[config.mk]
export PLATFORM = sky130hd
export DESIGN_NAME = inst_fetch_ctrl
export DESIGN_NICKNAME = d
export VERILOG_FILES = /design/src/rtl/inst_fetch_ctrl.sv
export SDC_FILE = /design/constraint.sdc
export NUM_CORES = 1
export LEC_CHECK = 0
export CORE_UTILIZATION = 40
export DETAILED_ROUTE_END_ITERATION = 10
export PLACE_DENSITY = 0.81
export SETUP_SLACK_MARGIN = 0.1
export SYNTH_ARGS = -nofsm -noshare
export SYNTH_HDL_FRONTEND = slang
export SYNTH_SLANG_ARGS = --single-unit
[constraint.sdc]
create_clock -name clk_i -period 2.22 [get_ports clk_i]
set_input_delay 0.333 -clock clk_i [delete_from_list [all_inputs] [get_ports clk_i]]
set_output_delay 0.333 -clock clk_i [all_outputs]
set_load 0.005 [all_outputs]
[src/rtl/inst_fetch_ctrl.sv]
// Instruction fetch controller: one fetch per cycle from a combinational ROM, registered output with valid/ready.
// Defining IFC_HALT_EN stops fetch at PC_LIMIT; otherwise the PC runs freely and wraps modulo 2^32.
module inst_fetch_ctrl #(
   parameter logic [31:0] PC_LIMIT = 32'h0000_0080
) (
   input  logic        clk_i,
   input  logic        rst_i,
   output logic [31:0] pc_addr_o,
   input  logic [31:0] rom_inst_i,
   output logic [31:0] inst_out_o,
   output logic [31:0] inst_pc_o,
   output logic        inst_valid_o,
   input  logic        inst_ready_i,
   input  logic        stall_i,
   input  logic        br_taken_i,
   input  logic [31:0] br_target_i,
   output logic        halted_o
);

   typedef enum logic [1:0] {IDLE, FETCH, HALT} state_t;

   state_t      state_q;
   logic [31:0] pc_q;
   logic [31:0] pc_d;
   logic [31:0] inst_q;
   logic [31:0] inst_pc_q;
   logic        valid_q;
   logic        halted_q;
   logic        transfer;
   logic        fetch_slot;
   logic        at_limit;

   assign transfer   = valid_q && inst_ready_i && !br_taken_i;
   assign fetch_slot = !stall_i && (!valid_q || transfer);
   assign pc_d       = pc_q + 32'd4;

`ifdef IFC_HALT_EN
   assign at_limit = (pc_q >= PC_LIMIT);
`else
   // Halt detection compiled out: the limit compare is masked to a constant 0.
   assign at_limit = &{1'b0, (pc_q >= PC_LIMIT)};
`endif

   always_ff @(posedge clk_i) begin
      if (rst_i) begin
         state_q   <= IDLE;
         pc_q      <= 32'd0;
         inst_q    <= 32'd0;
         inst_pc_q <= 32'd0;
         valid_q   <= 1'b0;
         halted_q  <= 1'b0;
      end else if (br_taken_i) begin
         pc_q     <= {br_target_i[31:2], 2'b00};
         valid_q  <= 1'b0;
         halted_q <= 1'b0;
         state_q  <= FETCH;
      end else begin
         case (state_q)
            IDLE: state_q <= FETCH;
            FETCH: begin
               // A slot opens only when the output register is empty or being drained.
               if (fetch_slot) begin
                  if (at_limit) begin
                     state_q  <= HALT;
                     halted_q <= 1'b1;
                     valid_q  <= 1'b0;
                  end else begin
                     inst_q    <= rom_inst_i;
                     inst_pc_q <= pc_q;
                     valid_q   <= 1'b1;
                     pc_q      <= pc_d;
                  end
               end
            end
            HALT: begin
            end
            default: state_q <= IDLE;
         endcase
      end
   end

   assign pc_addr_o    = pc_q;
   assign inst_out_o   = inst_q;
   assign inst_pc_o    = inst_pc_q;
   assign inst_valid_o = valid_q;
   assign halted_o     = halted_q;

endmodule

# --- Yosys cells after proc, flatten, opt, wreduce, memory -nomap -nowiden ---
# Index checks and enable logic that the tools add are counted.
classes:
  n_addsub: 1
  n_eq_ne: 3
  muxes: 5
  bitwise: 1
  n_reduce_logical: 15
op_table:
  columns: ["op", "n"]
  rows:
  - ["$mux 32", 3]
  - ["$add 32x3->32 const B", 1]
  - ["$pmux 2 s2", 1]
  - ["$reduce_and 2->1", 2]
  - ["$reduce_bool 2->1", 2]
  - ["$reduce_or 2->1", 2]
  - ["$logic_and 1x1->1", 3]
  - ["$logic_not 1->1", 3]
  - ["$reduce_and 3->1", 1]
  - ["$eq 2x1->1 const B", 1]
  - ["$eq 2x2->1 const B", 1]
  - ["$logic_not 2->1", 1]
  - ["$ne 2x1->1 const B", 1]
  - ["$logic_or 1x1->1", 1]
  - ["$mux 1", 1]
  - ["$not 1->1", 1]
word_totals:
  register_bits: 99
  input_bits: 69
  out_inout_bits: 98
  wordCells: 32

# --- Depth between registers and ports, before layout ---
depth:
  ltp_word: 7
  depth_mapped: 7
  depth_no_buf: 6

# --- Least setup slack after synthesis ---
# No wires, ideal clock.
synth_timing:
  kind: "register -> register"
  start: "register pc_q[12] (netlist: pc_addr_o[12])"
  end: "register pc_q[22] (netlist: pc_addr_o[22])"
  setup_ns: 0.086
  arrival_ns: 1.550
  required_time_ns: 2.134
  slack_ns: 0.584
  stages_incl_launch_ff: 6
  n_path_buf: 0
  synth_period_minus_slack_ns: 1.636
  path_cell_list: "dfxtp_1 nand4_1 nor4_4 nand3_1 xor2_1 a211oi_1"
synth_via:
  elab_chain_len: 4
synth_lines:
  columns: ["item", "line_no", "source"]
  rows:
  - ["start, declared", "23", "logic [31:0] pc_q;"]
  - ["start signal, assigned", "53", "pc_q <= {br_target_i[31:2], 2'b00};"]
  - ["start signal, assigned", "71", "pc_q <= pc_d;"]
  - ["$add 32x3->32", "35", "assign pc_d = pc_q + 32'd4;"]
  - ["$mux 32", "62", "if (fetch_slot) begin"]
  - ["$mux 32", "58", "case (state_q)"]
  - ["$mux 32", "52", "end else if (br_taken_i) begin"]
# No other way between the ends. The select of a mux whose other input is x is not followed.
# A chain may end at the register's enable or synchronous reset.

# --- Worst setup path after layout ---
layout_timing:
  start: "register pc_q[7] (netlist: pc_addr_o[7])"
  end: "register pc_q[17] (netlist: pc_addr_o[17])"
# Same word-level chain as after synthesis.

==> PnR_summary.wiki <==
{| class="wikitable"
! Metric !! Value
|-
| Result of the run || finished, final reports clean
|-
| Most area-consuming cells after synthesis || sky130_fd_sc_hd__dfxtp_1 (47%), sky130_fd_sc_hd__nand2_1 (14%), sky130_fd_sc_hd__a21oi_1 (9.7%), sky130_fd_sc_hd__xor2_1 (4.4%), sky130_fd_sc_hd__a211oi_1 (2.6%)
|-
| Static leakage || between 2 and 2.5 nW
|-
| Setup Total Neg Slack || 0 ns
|-
| Most common cell in the netlist || sky130_fd_sc_hd__nand2_1
|-
| Number of antenna violations at the first check in global routing || 0
|-
| Sum of routed wire length over all layers || roughly 11000 um
|-
| Max cap viols || 0
|-
| Number of gates resized after CTS || 0
|-
| Pre-antenna DRT Iters || 4
|-
| Iteration-0 DRC count of the detailed router || 206
|-
| Synthesis-stage register bit count || 94
|-
| Count of buffers added by post-CTS timing repair for setup || 0
|-
| Sequential-to-total area share from yosys stat || between 40% and 50%
|-
| Number of cells traversed by the worst hold path || 2
|-
| Remaining antenna violation count after routing || 0
|-
| Min-Delay Endpoint || pc_addr_o[2]$_SDFFE_PP0P_
|-
| Combined area of all synthesized cells || between 3000 and 4000 um^2
|-
| Critical Path Start Type || register
|-
| Endpoint of the lowest-slack register-to-register path || pc_addr_o[17]$_SDFFE_PP0P_
|-
| Worst min path class || in2reg
|-
| Synthesized instance count || 500
|-
| Fin crit period || 1.879 ns
|-
| Proportion of layout cells with a drive suffix above 1 || ~6.8%
|-
| Antenna Cells || 0
|-
| Worst clock skew on the final layout || about 0.012 ns
|-
| Final nets || between 700 and 800
|-
| Clock transition at path regs || ~0.1 ns
|-
| Setup CP Type || reg2reg
|-
| Chip width || just over 100 um
|-
| Std-Cell Rows || 36
|-
| FF-to-FF Start || pc_addr_o[7]$_SDFFE_PP0P_
|-
| Kind of end point of the critical path || register
|-
| Maximum net fanout on the critical path || 7
|-
| Area leader, netlist || sky130_fd_sc_hd__dfxtp_1
|-
| Placeable core region || about 9700 um^2
|-
| HPWL after detailed placement || between 8000 and 9000 um
|-
| Number of remaining DRC errors || 0
|-
| Worst-skew pair later-pin latency || around 0.35 ns
|-
| Relative area change from synthesis to final layout || 49.92%
|-
| Setup repair after global routing missed its margin || no
|-
| Fraction of post-synthesis cell area in the top cell type by area || between 40 and 50%
|-
| Count of fill cells added during filler insertion || between 800 and 900
|-
| Overall power || 0.003371 W
|-
| Number of warnings reported in the yosys synthesis log || 0
|-
| Routed wire length per instance || 14.38 um
|-
| IR Drop Worst-Case VDD || ~0.28 mV
|-
| Average cell area after synthesis || approximately 7.9 um^2
|-
| Max Fclk || between 500 and 600 MHz
|-
| Starting density of the core || about two fifths
|-
| Number of H-tree levels || 3
|-
| Number of enable-type register cells in the synthesized netlist || 0
|-
| Number of buffers added by the clock tree synthesis step || 9
|-
| Via count of the first global-routing pass || 3759
|-
| First-pass GRT wire length || between 15000 and 20000 um
|-
| Pin count of the biggest net entering global routing || 38
|-
| Area of the die || 10330 um^2
|-
| Setup slack on the worst flop-to-flop path || 0.34 ns
|-
| Ranking of synthesized cells by instance count || sky130_fd_sc_hd__nand2_1 (145), sky130_fd_sc_hd__dfxtp_1 (94), sky130_fd_sc_hd__a21oi_1 (77), sky130_fd_sc_hd__clkbuf_1 (26), sky130_fd_sc_hd__xor2_1 (20)
|-
| Die height || slightly above 100 um
|-
| All-Layer GR Usage || 22.42%
|-
| Via/cell ratio || ~5
|-
| Deepest clock path buffer count || 2
|-
| Count of different cell masters after synthesis || 39
|-
| Post-Route Utilization || between 60 and 70%
|-
| Origin of the worst min-delay path || rst_i
|-
| PortBufs || about 160
|-
| Final hold viol count || 0
|-
| Flip-flop and latch area || 1882 um^2
|-
| Ratio of total power to cell area || ~570 nW/um^2
|-
| TritonCTS clock tree || built
|-
| Top-level I/O count || 167
|-
| Final-report max-slew violation count || 0
|-
| Ys flop type || sky130_fd_sc_hd__dfxtp_1
|-
| Cts hold-fix bufs || 0
|-
| CTS root buffer || sky130_fd_sc_hd__clkbuf_8
|-
| Async set or reset register ratio after synthesis || 0%
|-
| Depth of the worst register-to-register path || 5
|-
| Final Cycle Share || 84.64%
|-
| Critical path data arrival time || ~2.2 ns
|-
| Gpl congestion || about 0.85
|-
| WP data required || around 2.5 ns
|-
| Multi-input gate area || about 1900 um^2
|-
| Total number of vias || a little under 4000
|-
| Clock sink total || 94
|-
| Total overflow reported by the global router || 0
|-
| Total of endpoints with negative setup slack in the final report || 0
|}
[worst max-delay path by stage]
stage	startpoint	to	slack, ns
3_3_place_gp	stall_i	pc_addr_o[25]$_SDFFE_PP0P_	0.10
5_1_grt	pc_addr_o[6]$_SDFFE_PP0P_	pc_addr_o[18]$_SDFFE_PP0P_	0.16
6_report	pc_addr_o[7]$_SDFFE_PP0P_	pc_addr_o[17]$_SDFFE_PP0P_	0.34
2_1_floorplan	pc_addr_o[12]$_SDFFE_PP0P_	pc_addr_o[22]$_SDFFE_PP0P_	0.58
4_1_cts	pc_addr_o[6]$_SDFFE_PP0P_	pc_addr_o[17]$_SDFFE_PP0P_	0.32
3_5_place_dp	stall_i	inst_pc_o[25]$_SDFFE_PP0P_	0.07
[cells by family (layout without fill, tap and decap cells)]
kind of cell               Yosys count  in the layout  share of synthesized area (%)
xor gates and xnor gates            28             28                          6.173
DFF                                 94             94                          47.37
buffers and inverters               46            203                          5.008
other                                1              5                        0.09440
and+or+nand+nor                    218            218                          24.98
muxes                                1              1                         0.2520
adders and majority gates            1              1                         0.3149
AOI/OAI and AO/OA                  111            111                          15.81
[routing by layer]
metal	vias up	GRT usage [%]	part of all wire (%)
met5	-	0	0
met4	0	5.686	1.2
met3	13	4.900	5.0
met2	116	39.09	51
met1	1852	27.98	43
li1	1983	-	-
[sequential cells by signal, summed over array words and instances (netlist names)]
| name | cells |
|---|---|
| state_q | 1 |
| inst_out_o | 32 |
| inst_pc_o | 30 |
| pc_addr_o | 30 |
| inst_valid_o | 1 |
[power by group]
group | switching, W | leakage [nW] | internal, W | total (W)
clock | 0.000605 | 0.0893 | 0.000439 | 0.00104
sequential | 0.0000697 | 0.768 | 0.00175 | 0.00182
combinational | 0.000208 | 1.25 | 0.000297 | 0.000505
total | 0.000883 | 2.11 | 0.00249 | 0.00337
[metrics by stage]
stage / cells / setup WS [ns] / hold WS (ns) / area (um^2)
4_1_cts: 794 / 0.3205 / 0.2658 / 5956
3_5_place_dp: 778 / 0.07453 / 0.4470 / 5779
3_3_place_gp: 778 / 0.1028 / 0.4413 / 5779
6_report: 794 / 0.3410 / 0.2801 / 5956
2_1_floorplan: 504 / 0.5845 / 0.4527 / 3988
5_1_grt: 794 / 0.1586 / 0.2737 / 5956
[area by class of cell]
type | count | area share, %
timing repair buffer | 179 | 30.00
tap | 133 | 2.794
clock inverter | 5 | 0.5882
clock buffer | 11 | 2.374
multi-input combinational | 364 | 32.14
inverter | 8 | 0.5042
sequential | 94 | 31.60
[layout by cell type (no fill, tap or decap), types with 13 or more instances in the layout]
cell                              Yosys  final
sky130_fd_sc_hd__nand2_1            145    144
sky130_fd_sc_hd__a21oi_1             77     77
sky130_fd_sc_hd__xor2_1              20     20
sky130_fd_sc_hd__buf_4                5     16
sky130_fd_sc_hd__nor2_1              18     18
sky130_fd_sc_hd__clkdlybuf4s50_1      0    158
sky130_fd_sc_hd__nand4_1             13     13
sky130_fd_sc_hd__nand3_1             13     13
sky130_fd_sc_hd__dfxtp_1             94     94
sky130_fd_sc_hd__a211oi_1            14     14
[critical path, stage by stage, from the launching register on]
cell,delay [ns]
sky130_fd_sc_hd__dfxtp_1,0.48
sky130_fd_sc_hd__nand4_4,0.23
sky130_fd_sc_hd__nor4_4,0.51
sky130_fd_sc_hd__nor3b_2,0.29
sky130_fd_sc_hd__xnor2_1,0.11
sky130_fd_sc_hd__a211oi_2,0.20
(Power assumes the default switching activity.)
